<file path="config.mk">
export PLATFORM = sky130hd
export DESIGN_NAME = uart_echo_buffer
export DESIGN_NICKNAME = d
export VERILOG_FILES = /design/src/rtl/uart_pkg.sv /design/src/rtl/sync_fifo.sv /design/src/rtl/uart_echo_buffer.sv
export SDC_FILE = /design/constraint.sdc
export NUM_CORES = 1
export LEC_CHECK = 0
export CORE_MARGIN = 1
export CORE_UTILIZATION = 60
export DETAILED_ROUTE_END_ITERATION = 6
export PLACE_DENSITY = 0.83
export RECOVER_POWER = 100
export SYNTH_ARGS = -nofsm -noshare
export SYNTH_HDL_FRONTEND = slang
export SYNTH_HIERARCHICAL = 1
export SYNTH_SLANG_ARGS = --single-unit
</file>
<file path="constraint.sdc">
create_clock -name clk -period 4.6 [get_ports clk]
set_input_delay 1.15 -clock clk [delete_from_list [all_inputs] [get_ports clk]]
set_output_delay 1.15 -clock clk [all_outputs]
set_load 0.02 [all_outputs]
</file>
<file path="src/rtl/uart_pkg.sv">
// Shared UART constants and the transmit-pacing state encoding used by the echo buffer.
package uart_pkg;

   localparam int BIT_CYCLES_50M_9600 = 5208;
   localparam int UART_FRAME_BITS     = 11;
   localparam int UART_START_HOLD     = 4;
   localparam int UART_FIFO_DEPTH     = 16;

   typedef enum logic [2:0] {
      TX_IDLE = 3'd0,
      TX_LOAD = 3'd1,
      TX_HOLD = 3'd2,
      TX_FIRE = 3'd3,
      TX_WAIT = 3'd4
   } tx_state_e;

endpackage

</file>
<file path="src/rtl/sync_fifo.sv">
// Small first-word-fall-through FIFO; push and pop in one cycle are both honoured, even when full.
module sync_fifo #(
   parameter int DEPTH = 16,
   parameter int WIDTH = 8
) (
   input  logic                     clk,
   input  logic                     rst_n,
   input  logic                     push,
   input  logic                     pop,
   input  logic [WIDTH-1:0]         din,
   output logic [WIDTH-1:0]         dout,
   output logic                     full,
   output logic                     empty,
   output logic [$clog2(DEPTH):0]   count
);

   localparam int AW = $clog2(DEPTH);
   localparam logic [AW:0] FULL_CNT = DEPTH[AW:0];

   logic [WIDTH-1:0] r_mem [DEPTH];
   logic [AW-1:0]    r_wr_ptr;
   logic [AW-1:0]    r_rd_ptr;
   logic [AW:0]      r_count;
   logic             w_push;
   logic             w_pop;

   assign w_pop  = pop & (r_count != '0);
   assign w_push = push & ((r_count != FULL_CNT) | w_pop);

   assign dout  = r_mem[r_rd_ptr];
   assign full  = (r_count == FULL_CNT);
   assign empty = (r_count == '0);
   assign count = r_count;

   // Storage carries no reset; emptiness is defined by the pointers and count alone.
   always_ff @(posedge clk) begin
      if (w_push) begin
         r_mem[r_wr_ptr] <= din;
      end
   end

   always_ff @(posedge clk or negedge rst_n) begin
      if (!rst_n) begin
         r_wr_ptr <= '0;
         r_rd_ptr <= '0;
         r_count  <= '0;
      end else begin
         if (w_push) begin
            r_wr_ptr <= r_wr_ptr + 1'b1;
         end
         if (w_pop) begin
            r_rd_ptr <= r_rd_ptr + 1'b1;
         end
         case ({w_push, w_pop})
            2'b10:   r_count <= r_count + 1'b1;
            2'b01:   r_count <= r_count - 1'b1;
            default: r_count <= r_count;
         endcase
      end
   end

endmodule

</file>
<file path="src/rtl/uart_echo_buffer.sv">
// Echo buffer between UART wrapper and application: RX edge detect, RX/local arbitration,
// sticky overflow flag and a paced transmit FSM that spaces bytes one frame apart.
module uart_echo_buffer
   import uart_pkg::*;
#(
   parameter int DEPTH      = UART_FIFO_DEPTH,
   parameter int BIT_CYCLES = BIT_CYCLES_50M_9600,
   parameter int FRAME_BITS = UART_FRAME_BITS,
   parameter int START_HOLD = UART_START_HOLD
) (
   input  logic                     clk,
   input  logic                     rst_n,
   input  logic                     rx_start,
   input  logic [7:0]               recivedata,
   output logic [7:0]               putdata,
   output logic                     tx_start,
   input  logic [7:0]               loc_data,
   input  logic                     loc_valid,
   output logic                     loc_ready,
   output logic [$clog2(DEPTH):0]   fifo_count,
   output logic                     tx_busy,
   output logic                     overflow,
   input  logic                     ovf_clr
);

   localparam int FRAME_CYCLES = BIT_CYCLES * FRAME_BITS;
   localparam int FW           = $clog2(FRAME_CYCLES);
   localparam int HW           = (START_HOLD > 1) ? $clog2(START_HOLD) : 1;
   // FIRE is the first cycle of the frame, so WAIT covers the remaining FRAME_CYCLES-1.
   localparam logic [FW-1:0] WAIT_LAST = FW'(FRAME_CYCLES - 2);
   localparam logic [HW-1:0] HOLD_LAST = HW'(START_HOLD - 1);

   logic                      r_s1;
   logic                      r_s2;
   logic                      r_s3;
   logic                      w_rx_fall;

   logic                      w_full;
   logic                      w_empty;
   logic [7:0]                w_head;
   logic [$clog2(DEPTH):0]    w_count;
   logic                      w_pop;
   logic                      w_push;
   logic [7:0]                w_din;
   logic                      w_loc_ready;
   logic                      w_rx_push;
   logic                      w_rx_drop;
   logic                      w_loc_push;

   tx_state_e                 r_state;
   logic [HW-1:0]             r_hold_cnt;
   logic [FW-1:0]             r_frame_cnt;
   logic [7:0]                r_putdata;
   logic                      r_tx_start;
   logic                      r_tx_busy;
   logic                      r_overflow;

   always_ff @(posedge clk or negedge rst_n) begin
      if (!rst_n) begin
         r_s1 <= 1'b0;
         r_s2 <= 1'b0;
         r_s3 <= 1'b0;
      end else begin
         r_s1 <= rx_start;
         r_s2 <= r_s1;
         r_s3 <= r_s2;
      end
   end

   assign w_rx_fall = r_s3 & ~r_s2;

   // RX wins any collision; a local byte waits for a cycle without an RX push.
   assign w_pop       = (r_state == TX_LOAD);
   assign w_loc_ready = ~w_rx_fall & (~w_full | w_pop);
   assign w_rx_push   = w_rx_fall & (~w_full | w_pop);
   assign w_rx_drop   = w_rx_fall & w_full & ~w_pop;
   assign w_loc_push  = loc_valid & w_loc_ready;
   assign w_push      = w_rx_push | w_loc_push;
   assign w_din       = w_rx_fall ? recivedata : loc_data;

   sync_fifo #(
      .DEPTH (DEPTH),
      .WIDTH (8)
   ) u_fifo (
      .clk   (clk),
      .rst_n (rst_n),
      .push  (w_push),
      .pop   (w_pop),
      .din   (w_din),
      .dout  (w_head),
      .full  (w_full),
      .empty (w_empty),
      .count (w_count)
   );

   always_ff @(posedge clk or negedge rst_n) begin
      if (!rst_n) begin
         r_overflow <= 1'b0;
      end else if (w_rx_drop) begin
         r_overflow <= 1'b1;
      end else if (ovf_clr) begin
         r_overflow <= 1'b0;
      end
   end

   always_ff @(posedge clk or negedge rst_n) begin
      if (!rst_n) begin
         r_state     <= TX_IDLE;
         r_hold_cnt  <= '0;
         r_frame_cnt <= '0;
         r_putdata   <= 8'h00;
         r_tx_start  <= 1'b0;
         r_tx_busy   <= 1'b0;
      end else begin
         case (r_state)
            TX_IDLE: begin
               if (!w_empty) begin
                  r_state   <= TX_LOAD;
                  r_tx_busy <= 1'b1;
               end
            end
            TX_LOAD: begin
               r_putdata  <= w_head;
               r_tx_start <= 1'b1;
               r_hold_cnt <= '0;
               r_state    <= TX_HOLD;
            end
            TX_HOLD: begin
               if (r_hold_cnt == HOLD_LAST) begin
                  r_tx_start <= 1'b0;
                  r_state    <= TX_FIRE;
               end else begin
                  r_hold_cnt <= r_hold_cnt + 1'b1;
               end
            end
            TX_FIRE: begin
               r_frame_cnt <= '0;
               r_state     <= TX_WAIT;
            end
            TX_WAIT: begin
               if (r_frame_cnt == WAIT_LAST) begin
                  r_state   <= TX_IDLE;
                  r_tx_busy <= 1'b0;
               end else begin
                  r_frame_cnt <= r_frame_cnt + 1'b1;
               end
            end
            default: begin
               r_state    <= TX_IDLE;
               r_tx_start <= 1'b0;
               r_tx_busy  <= 1'b0;
            end
         endcase
      end
   end

   assign putdata    = r_putdata;
   assign tx_start   = r_tx_start;
   assign tx_busy    = r_tx_busy;
   assign overflow   = r_overflow;
   assign loc_ready  = w_loc_ready;
   assign fifo_count = w_count;

endmodule

</file>
==> results by group, run 1 <==
Outcome
  – Status: complete, but fails checks
  – Violated checks: capacitance limit, slew limit

Timing
  – Final setup fails: 0
  – Fin worst setup slack: 0.815 ns
  – Worst Max-Slew Pin Slew: 2.59 ns
  – Fin Setup TNS: 0 ns
  – Max-slew violations: 83
  – Slew headroom: -72.8%
  – Clock skew: 0.00715 ns
  – Min Tclk post-route: 3.78 ns
  – Final hold violation count: 0
  – RSZ-0062 raised after global routing: false
  – Fmax: 0.264 GHz
  – Period utilization: 82.3%

Final layout
  – Storage cell area: 0.00504 mm^2
  – Antenna cell count: 0
  – Non-Filler Instances: 722
  – Nets: 571
  – Final core utilization: 69.0%
  – FILL cells: 804
  – Share of cells above drive strength 1: 12.5%
  – Multi-input gate area: 0.00236 mm^2
  – Area growth syn-to-layout: 12.4%

GRT
  – Vias in the first global route: 4486
  – Initial antenna violation count: 0
  – First-pass GRT wire length: 24500 um
  – Tot GR Track Use: 26.0%
  – Gr ovfl total: 0
  – Largest net degree at the start of global routing: 49

Floorplan
  – Core Footprint: 0.0126 mm^2
  – Initial Util: 61.4%
  – Die height: 115 um
  – Boundary Pins: 38
  – Core Rows: 41
  – Die W: 115 um
  – Die ar.: 0.0133 mm^2

Routing
  – Detailed Route Iter0 Violations: 418
  – DRC viols: 0
  – WL final: 15600 um
  – DR WL/cell: 21.7 um
  – DR pass1 iterations: 5
  – Vias: 4536
  – Routed Antenna Nets: 0
  – Vias per cell: 6.28

CTS
  – Worst-path clk slew: 0.07 ns
  – Clk Latency, worst-skew pair: 0.43 ns
  – Total clock sinks: 176
  – CTS HTree Levels: 4
  – Clock root buffer: clkbuf_16
  – Cts repair resizes: 0
  – CTS tree: yes
  – Hold Buf Count CTS: 0
  – Post-CTS Setup Bufs: 0
  – TritonCTS buffer count: 17
  – Max clock buf depth: 2

Setup path
  – Delay-heaviest family, CP: simple AND/OR/NAND/NOR gates
  – Critical path buffers and inverters: 2
  – CP Class: register to output pin
  – WP data arrival: 2.63 ns
  – R2r startpoint: r_state[1]
  – CP Cell Sequence: inv_1 > and3_1 > nand2b_1 > and2_1 > dlygate4sd3_1
  – Required time worst endpoint: 3.45 ns
  – CP max stage cell: dlygate4sd3_1
  – Crit path from: r_state[1]
  – Crit. End Element: output pin
  – Worst Setup Start Kind: register
  – Slowest stage delay, CP: 0.67 ns
  – Max Fanout on Critical Path: 11

Yosys
  – Syn Area/Cell: 15.4 um^2
  – Predominant post-synthesis flop cell: edfxtp_1
  – Synthesis Warnings: 6
  – Synth cell types: 65
  – Async set-reset flop share out of synthesis: 27.3%
  – Mapped Area: 0.00772 mm^2
  – Area leader, netlist: edfxtp_1
  – Xor/xnor share of the synthesized area: 1.25%
  – Post-synth top area share: 49.8%
  – Post-synthesis compound-gate area fraction: 7.49%
  – Main combinational cell family by area after synthesis: multiplexers
  – Synth Register Bits: 176
  – Post-synthesis simple-gate area fraction: 8.26%
  – Register area share after synthesis: 65.3%
  – Synth area leaders: edfxtp_1 (50%), dfrtp_1 (16%), mux4_2 (4.7%), mux2i_1 (4.0%), mux2_2 (2.5%)
  – Post-Synth Adder-Cell Area: 2.20%
  – Post-synth net total: 535
  – EDFF count, synth: 128
  – Gate Count Post-Synth: 501
  – Multiplexer share of the synthesized area: 12.4%

Power
  – Power density over the cells: 457 mW/mm^2
  – Leak: 3.21 nW
  – Internal Pwr Total: 2.96 mW
  – Logic pwr share: 12.5%
  – Flop pwr share: 50.3%
  – Net Sw Frac: 25.2%
  – Psw: 999 uW
  – Worst vdd ir: 0.000268 V
  – Clock power share: 37.2%

Place
  – Hpwl dp: 9640 um
  – # placed instances: 690
  – Gpl congestion: 0.853
  – Setup Slack @ Placement: 0.832 ns
  – Input/output buffers: 37

Min path
  – Hold WC Path Type: register to register
  – Hold_sp: r_s1

Run
  – Max-Cap Viols: 3
==> cells in the final DEF, fill, tap and decap left out, types with 8 or more instances in the layout <==
master and instances:
edfxtp_1 128, mux4_2 16, mux2_1 15, inv_1 18, clkdlybuf4s50_1 10, and2_0 16
nand2_1 28, a22oi_1 10, clkbuf_16 17, nor2_1 8, dlygate4sd3_1 26, dfrtp_1 48
mux2i_1 31, xnor2_1 8, ha_1 12, nor3_1 10, mux2_2 10, a21oi_1 15
o21ai_0 23
==> metal layers <==
metal / global-route usage [%] / routed length (um) / vias up
met2: 38.8 / 7330 / 242
met1: 35.4 / 6440 / 2250
met5: 0 / 0 / -
met4: 14.4 / 541 / 0
li1: - / - / 2001
met3: 6.54 / 1330 / 43
==> area by class of cell <==
| class | instances | share of cell area, % |
|---|---|---|
| flip-flops and latches | 176 | 58.1 |
| multi-input cells | 285 | 27.2 |
| clock buffers | 20 | 5.15 |
| repair buffers | 39 | 4.37 |
| well taps | 172 | 2.48 |
| clock inverters | 12 | 1.85 |
| inverters | 18 | 0.779 |
==> worst paths after layout <==
check,endpoint,slack [ns],cells after the start
max,loc_ready,0.82,5
min,r_s2,0.37,0
max reg2reg,u_fifo/count[4],0.84,13
min reg2reg,r_s2,0.37,0
max in group asynchronous,u_fifo/r_wr_ptr[0],1.60,1
min in group asynchronous,r_hold_cnt[1],1.53,1
==> metrics by stage <==
stage               total power, mW  area [um^2]  hold WS [ns]
detailed placement             2.53         8150         0.337
CTS                            4.00         8750         0.366
floorplan                      2.32         7720         0.331
global placement               2.50         8150         0.337
finish                         3.96         8680         0.368
global route                   4.10         8680         0.379
==> synthesized netlist by cell type, types with 3 or more instances <==
| library cell | n |
|---|---|
| mux4_2 | 16 |
| clkbuf_8 | 3 |
| a22oi_1 | 10 |
| nor3_1 | 10 |
| buf_2 | 7 |
| o21ai_1 | 7 |
| xor2_1 | 3 |
| a31oi_1 | 3 |
| mux2_2 | 17 |
| ha_1 | 12 |
| nor2b_1 | 3 |
| nand2_1 | 28 |
| inv_1 | 17 |
| clkbuf_1 | 4 |
| xnor2_1 | 8 |
| a221oi_2 | 8 |
| dfrtp_1 | 48 |
| mux2i_1 | 31 |
| nand4_1 | 4 |
| mux2_1 | 7 |
| edfxtp_1 | 128 |
| a21oi_1 | 15 |
| or4_1 | 3 |
| o21ai_0 | 22 |
| nand2b_1 | 4 |
| nand3_1 | 7 |
| nor2_1 | 8 |
| and2_1 | 18 |
| buf_6 | 4 |
==> state kept, by name (all words and copies together), names as in the netlist, 2 cells and up <==
name	cells
r_frame_cnt	16
r_hold_cnt	2
u_fifo/r_rd_ptr	4
r_state	3
putdata	8
u_fifo/r_wr_ptr	4
u_fifo/count	5
u_fifo/r_mem	128
==> power by group through the flow <==
stage	registers [mW]	clock network, mW	logic (mW)
after floorplan	2.02	0	0.295
after global placement	2.01	0	0.488
after detailed placement	2.02	0	0.510
after CTS	2.00	1.49	0.517
after global routing	2.01	1.56	0.537
final	1.99	1.48	0.495
==> worst reg2reg max path, stage by stage, from the launching register on <==
cell and delay, ns:
dfrtp_1 0.50, inv_1 0.14, and3_1 0.54, nand2b_1 0.23
a21boi_0 0.21, o21a_1 0.31, inv_1 0.15, ha_1 0.28
ha_1 0.34, nor2b_1 0.14, o21ai_0 0.21, a21oi_1 0.10
or3b_1 0.36, xnor2_1 0.14
==> logic make-up (layout without fill, tap and decap cells) <==
family | count (synthesis) | after routing
xor gates and xnor gates | 11 | 11
and+or+nand+nor | 106 | 106
adders and majority gates | 13 | 13
AOI/OAI and AO/OA | 83 | 83
buffers and inverters | 40 | 89
muxes | 72 | 72
DFF | 176 | 176
No activity file was read; power rests on OpenSTA's default activity.
==> run 2, diff against run 1 <==
==> constraint.sdc (replaced) <==
create_clock -name clk -period 3.83 [get_ports clk]
set_input_delay 0.9575 -clock clk [delete_from_list [all_inputs] [get_ports clk]]
set_output_delay 0.9575 -clock clk [all_outputs]
set_load 0.02 [all_outputs]
==> run 2 against run 1 <==
Net effect: the run still ends with capacitance limit, slew limit left; clock-buffer cell count down 2; combinational power up 21%; die area stayed put; critical path type is now register to register.
==> results by group, run 2 (synthesis results as in run 1) <==
CTS
  – Clock root buffer: clkbuf_16
  – TritonCTS buffer count: 17 (unchanged)
  – CTS HTree Levels: 4 (unchanged)
  – Post-CTS Setup Bufs: 0 (unchanged)
  – Cts repair resizes: 0 (unchanged)
  – CTS tree: yes
  – Max clock buf depth: 2 (unchanged)
  – Hold Buf Count CTS: 0 (unchanged)
  – Worst-path clk slew: 0.07 ns (about the same)
  – Clk Latency, worst-skew pair: 0.43 ns (about the same)
  – Total clock sinks: 176 (unchanged)

GRT
  – Gr ovfl total: 0 (unchanged)
  – First-pass GRT wire length: 24200 um (-1.0%)
  – Initial antenna violation count: 0 (unchanged)
  – Tot GR Track Use: 25.6% (-0.37 points)
  – Largest net degree at the start of global routing: 52 (+6.1%)
  – Vias in the first global route: 4527 (+0.91%)

Floorplan
  – Core Footprint: 0.0126 mm^2 (unchanged)
  – Die height: 115 um (unchanged)
  – Initial Util: 61.4% (unchanged)
  – Die ar.: 0.0133 mm^2 (unchanged)
  – Core Rows: 41 (unchanged)
  – Die W: 115 um (unchanged)
  – Boundary Pins: 38 (unchanged)

Timing
  – Slew headroom: -8.03% (+65 points)
  – Final hold violation count: 0 (unchanged)
  – Clock skew: 0.00663 ns (-0.000515 ns)
  – Period utilization: 89.7%
  – Max-slew violations: 29 (-65%)
  – Hold_ws: 0.356 ns (-0.0125 ns)
  – Fmax: 0.291 GHz
  – Worst Max-Slew Pin Slew: 1.62 ns (-0.972 ns)
  – Fin Setup TNS: 0 ns (unchanged)
  – Final setup fails: 0 (unchanged)
  – RSZ-0062 raised after global routing: false
  – Min Tclk post-route: 3.44 ns

Final layout
  – Commonest non-fill, non-tap cell in the layout: edfxtp_1
  – Nets: 577 (+1.1%)
  – Share of cells above drive strength 1: 13.1% (+0.58 points)
  – Most frequent cells in the layout: edfxtp_1 (128), dfrtp_1 (47), mux2i_1 (31)
  – Largest register FFs: 128 (unchanged)
  – Area growth syn-to-layout: 12.9%
  – Antenna cell count: 0 (unchanged)
  – Most flop-heavy register: u_fifo/r_mem
  – Non-Filler Instances: 728 (+0.83%)

Setup path
  – Max Fanout on Critical Path: 11 (unchanged)
  – R2R setup slack: 0.39 ns (-0.45 ns)
  – WP data arrival: 3.75 ns (+1.12 ns)
  – CP Class: register to register
  – Required time worst endpoint: 4.15 ns (+0.70 ns)
  – R2R depth: 12 (-1)
  – Crit. End Element: register
  – Worst Setup Start Kind: register

Routing
  – Vias: 4493 (-0.95%)
  – WL final: 15500 um (-0.84%)
  – Routed Antenna Nets: 0 (unchanged)
  – DRC viols: 0 (unchanged)
  – Detailed Route Iter0 Violations: 444 (+6.2%)
  – DR pass1 iterations: 5 (unchanged)
  – Vias per cell: 6.17 (-1.8%)
  – DR WL/cell: 21.3 um (-1.7%)

Outcome
  – Violated checks: capacitance limit, slew limit
  – Status: complete, but fails checks

Place
  – Gpl congestion: 0.842 (-1.2%)
  – Input/output buffers: 37 (unchanged)
  – Hpwl dp: 10000 um (+4.0%)
  – # placed instances: 696 (+0.87%)

Run
  – Max-Cap Viols: 2 (-1)

Power
  – Leak: 3.23 nW (+0.77%)
  – Worst vdd ir: 0.000362 V (+35%)
  – Power density over the cells: 545 mW/mm^2 (+19%)

Min path
  – Hold path depth: 0 (unchanged)
  – Hold WC Path Type: register to register
## run 2: report_power, final
group          internal [mW]  switching [mW]  total, mW  leakage, nW
clock                   1.04           0.730       1.77        0.292
sequential              2.29          0.0970       2.39         1.74
combinational          0.221           0.377      0.598         1.20
total                   3.55            1.20       4.75         3.23
## run 2: worst paths after layout
| path | from | end |
|---|---|---|
| min in group asynchronous | rst_n | putdata[4] |
| setup / recovery | r_state[1] | u_fifo/count[4] |
| hold reg to reg | r_s1 | r_s2 |
| setup reg to reg | r_state[1] | u_fifo/count[4] |
| hold / removal | r_s1 | r_s2 |
| max in group asynchronous | rst_n | u_fifo/r_rd_ptr[0] |
## run 2: cell type report
| type | instances | area, um^2 |
|---|---|---|
| Multi-Input combinational cell | 285 | 2370 |
| Clock buffer | 18 | 429 |
| Fill cell | 769 | 3850 |
| Timing Repair Buffer | 45 | 418 |
| Tap cell | 172 | 215 |
| Clock inverter | 14 | 180 |
| Sequential cell | 176 | 5050 |
| Inverter | 18 | 67.6 |
## run 2: worst max-delay path, cell delays in order (launching register included)
cell	delay, ns
dfrtp_1	0.49
inv_1	0.15
and3_1	0.20
clkbuf_1	0.53
o21a_2	0.34
inv_2	0.08
ha_1	0.24
ha_1	0.33
nor2b_1	0.14
o21ai_0	0.21
a21oi_1	0.10
or3b_1	0.37
xnor2_1	0.13
## run 2: through the flow
step	instance area [um^2]	setup slack, ns	utilization, %	power, mW
after floorplan	7720	0.641	-	2.78
after global placement	8210	0.263	65.3	3.00
after detailed placement	8210	0.166	65.3	3.04
after CTS	8810	0.540	70.1	4.80
after global routing	8720	0.188	69.4	4.91
final	8720	0.394	69.4	4.75
## run 2: layer usage
layer | wire length (um) | global-route usage, %
met1 | 6280 | 33.0
met2 | 7760 | 41.6
met5 | 0 | 0
met3 | 1140 | 6.96
met4 | 327 | 10.5
==> run 3, diff against run 2 <==
--- a/config.mk
+++ b/config.mk
@@ -7,10 +7,10 @@
 export LEC_CHECK = 0
 export CORE_MARGIN = 1
 export CORE_UTILIZATION = 60
+export CTS_CLUSTER_DIAMETER = 60
 export DETAILED_ROUTE_END_ITERATION = 6
-export PLACE_DENSITY = 0.83
+export PLACE_DENSITY = 0.89
 export RECOVER_POWER = 100
 export SYNTH_ARGS = -nofsm -noshare
 export SYNTH_HDL_FRONTEND = slang
-export SYNTH_HIERARCHICAL = 1
 export SYNTH_SLANG_ARGS = --single-unit
==> run 3 against run 2 <==
Net effect: the run still ends with capacitance limit, slew limit left; clock-buffer cell count is 1 lower; global-route usage is 0.091 points lower; worst hold slack worse by 0.0013 ns; critical path type is now register to output pin.
==> results by group, run 3 <==
Yosys
  – Syn Area/Cell: 16.2 um^2 (+5.4%)
  – Async set-reset flop share out of synthesis: 27.3% (unchanged)
  – Synth Register Bits: 176 (unchanged)
  – EDFF count, synth: 128 (unchanged)
  – Synth area leaders: edfxtp_1 (51%), dfrtp_1 (16%), mux4_2 (6.0%), mux4_1 (3.5%), mux2_2 (2.5%)
  – Post-synth top area share: 50.9% (+1.1 points)
  – Predominant post-synthesis flop cell: edfxtp_1
  – Mapped Area: 0.00755 mm^2 (-2.2%)
  – Most common cell in the netlist: edfxtp_1
  – Synth cell types: 54 (-17%)
  – Synthesis Warnings: 0 (-6)
  – Post-synth net total: 498 (-6.9%)
  – Register area share after synthesis: 66.8% (+1.5 points)
  – Gate Count Post-Synth: 465 (-7.2%)
  – Area leader, netlist: edfxtp_1
  – Synth cell count leaders: edfxtp_1 (128), dfrtp_1 (48), mux4_2 (20)

Floorplan
  – Initial Util: 62.1% (+0.66 points)
  – Die W: 114 um (-1.1%)
  – Core Rows: 40 (-2.4%)
  – Boundary Pins: 38 (unchanged)
  – Core Footprint: 0.0122 mm^2 (-3.2%)
  – Die height: 114 um (-1.1%)
  – Die ar.: 0.0130 mm^2 (-2.2%)

Routing
  – Vias: 4368 (-2.8%)
  – Routed Antenna Nets: 0 (unchanged)
  – WL final: 15300 um (-1.6%)
  – Vias per cell: 6.28 (+1.7%)
  – Detailed Route Iter0 Violations: 459 (+3.4%)
  – DRC viols: 0 (unchanged)
  – DR pass1 iterations: 5 (unchanged)
  – DR WL/cell: 21.9 um (+2.9%)

CTS
  – Total clock sinks: 176 (unchanged)
  – Max clock buf depth: 2 (unchanged)
  – Post-CTS Setup Bufs: 0 (unchanged)
  – CTS tree: yes
  – Hold Buf Count CTS: 0 (unchanged)
  – Worst-path clk slew: 0.06 ns (about the same)
  – TritonCTS buffer count: 17 (unchanged)
  – Cts repair resizes: 0 (unchanged)
  – CTS HTree Levels: 4 (unchanged)
  – Clock root buffer: clkbuf_16
  – Clk Latency, worst-skew pair: 0.43 ns (about the same)

Final layout
  – Storage cell area: 0.00504 mm^2 (about the same)
  – Nets: 548 (-5.0%)
  – FILL cells: 734 (-4.6%)
  – Commonest non-fill, non-tap cell in the layout: edfxtp_1
  – Most frequent cells in the layout: edfxtp_1 (128), dfrtp_1 (48), mux4_2 (20)
  – Share of cells above drive strength 1: 12.1% (-1.0 points)
  – Antenna cell count: 0 (unchanged)
  – Largest register FFs: 128 (unchanged)
  – Most flop-heavy register: u_fifo.r_mem
  – Non-Filler Instances: 696 (-4.4%)
  – Multi-input gate area: 0.00230 mm^2 (-2.7%)
  – Area growth syn-to-layout: 14.5%

Setup path
  – CP Capture Point: loc_ready
  – CP Class: register to output pin
  – Max Fanout on Critical Path: 9 (-2)
  – Crit. End Element: output pin
  – Worst Setup Start Kind: register
  – R2R depth: 10 (-2)
  – R2r startpoint: u_fifo.count[1]
  – WP data arrival: 2.66 ns (-1.09 ns)
  – R2R setup slack: 0.37 ns (-0.02 ns)
  – Critical R2R Capture: u_fifo.count[4]
  – Crit path from: u_fifo.count[1]
  – Required time worst endpoint: 2.87 ns (-1.28 ns)

Timing
  – Final hold violation count: 0 (unchanged)
  – RSZ-0062 raised after global routing: false
  – Fin Setup TNS: 0 ns (unchanged)
  – Fmax: 0.277 GHz (-5.0%)
  – Slew headroom: -75.2% (-67 points)
  – Clock skew: 0.00623 ns (-0.000403 ns)
  – Period utilization: 94.4% (+4.7 points)
  – Max-slew violations: 49 (+69%)
  – Final setup fails: 0 (unchanged)
  – Worst Max-Slew Pin Slew: 2.63 ns (+1.01 ns)
  – Min Tclk post-route: 3.62 ns (+0.180 ns)

Power
  – Leak: 3.02 nW (-6.7%)
  – Clock power share: 36.1% (-1.1 points)
  – Net Sw Frac: 26.4% (+1.0 points)
  – Worst vdd ir: 0.000428 V (+18%)
  – Psw: 1.25 mW (+4.1%)
  – Logic pwr share: 13.1% (+0.5 points)
  – Internal Pwr Total: 3.50 mW (-1.4%)
  – Flop pwr share: 50.8% (+0.6 points)
  – Power density over the cells: 550 mW/mm^2 (+0.87%)

GRT
  – Largest net degree at the start of global routing: 49 (-5.8%)
  – Vias in the first global route: 4432 (-2.1%)
  – Tot GR Track Use: 25.5% (-0.091 points)
  – First-pass GRT wire length: 24000 um (-1.0%)
  – Initial antenna violation count: 0 (unchanged)
  – Gr ovfl total: 0 (unchanged)

Place
  – # placed instances: 664 (-4.6%)
  – Input/output buffers: 37 (unchanged)
  – Hpwl dp: 9610 um (-4.1%)
  – Gpl congestion: 0.801 (-4.9%)

Outcome
  – Violated checks: capacitance limit, slew limit
  – Status: complete, but fails checks

Run
  – Max-Cap Viols: 1 (-1)

Min path
  – Hold_sp: r_s1
  – Hold WC Path Type: register to register
==> run 3: cell types whose count changed after synthesis, sizes merged, moves of 5 or more <==
cell	previous run	this run
nor2	8	17
a221oi	8	2
nor4	4	10
a22oi	10	2
nand2	28	18
a221o	0	7
o21ai	30	14
mux2i	31	16
mux4	16	30
or3	0	5
mux2	25	17
and2	18	8
==> run 3: worst min path at each step <==
| stage | cells after the start | slack [ns] | to |
|---|---|---|---|
| floorplan | 0 | 0.33 | r_s2 |
| global placement | 0 | 0.34 | r_s2 |
| detailed placement | 0 | 0.34 | r_s2 |
| CTS | 0 | 0.36 | r_s2 |
| global route | 0 | 0.36 | r_s2 |
| finish | 0 | 0.35 | r_s2 |
==> run 3: through the flow <==
| step | setup slack, ns | power [mW] | cell area (um^2) | hold slack (ns) | utilization [%] |
|---|---|---|---|---|---|
| 2_1_floorplan | 0.913 | 2.82 | 7550 | 0.331 | - |
| 3_3_place_gp | 0.493 | 3.04 | 8130 | 0.335 | 66.9 |
| 4_1_cts | 0.232 | 4.80 | 8720 | 0.356 | 71.7 |
| 6_report | 0.214 | 4.75 | 8650 | 0.354 | 71.1 |
| 3_5_place_dp | 0.428 | 3.10 | 8130 | 0.342 | 66.9 |
| 5_1_grt | 0.116 | 4.92 | 8650 | 0.361 | 71.1 |
==> run 3: layer usage <==
layer	vias to the layer above	GRT usage [%]	share of wire, %
met4	0	10.9	2.6
li1	1930	-	-
met1	2204	32.8	40
met3	38	6.19	6.5
met5	-	0	0
met2	196	41.9	51
==> run 3: cells by family after synthesis <==
kind of cell             after synthesis  share of synthesized area (%)
buffers and inverters                 41                           2.55
AO/OA/AOI/OAI                         53                           4.99
flip-flops                           176                           66.8
adder cells (fa/ha/maj)               12                           1.99
multiplexers                          63                           14.1
AND/OR/NAND/NOR                      105                           7.84
XOR/XNOR                              15                           1.74
==> run 3: layout make-up <==
cell class	count	share of cell area, %
clock buffer	17	4.92
clock inverter	15	1.85
inverter	18	0.781
multi-input combinational	248	26.6
sequential	176	58.3
tap	168	2.43
timing repair buffer	54	5.08
==> run 3: critical path, cell delays in order, from the launching register on <==
cell and delay [ns]:
dfrtp_1 0.47, nor4_1 0.85, nand3_1 0.19, and2_1 0.19, clkdlybuf4s50_1 0.53
==> run 3: power by group through the flow <==
stage	Sequential, mW	Combinational, mW	Clock, mW
after floorplan	2.43	0.386	0
after global placement	2.43	0.609	0
after detailed placement	2.45	0.645	0
after CTS	2.41	0.656	1.73
after global routing	2.43	0.676	1.81
final	2.42	0.621	1.72
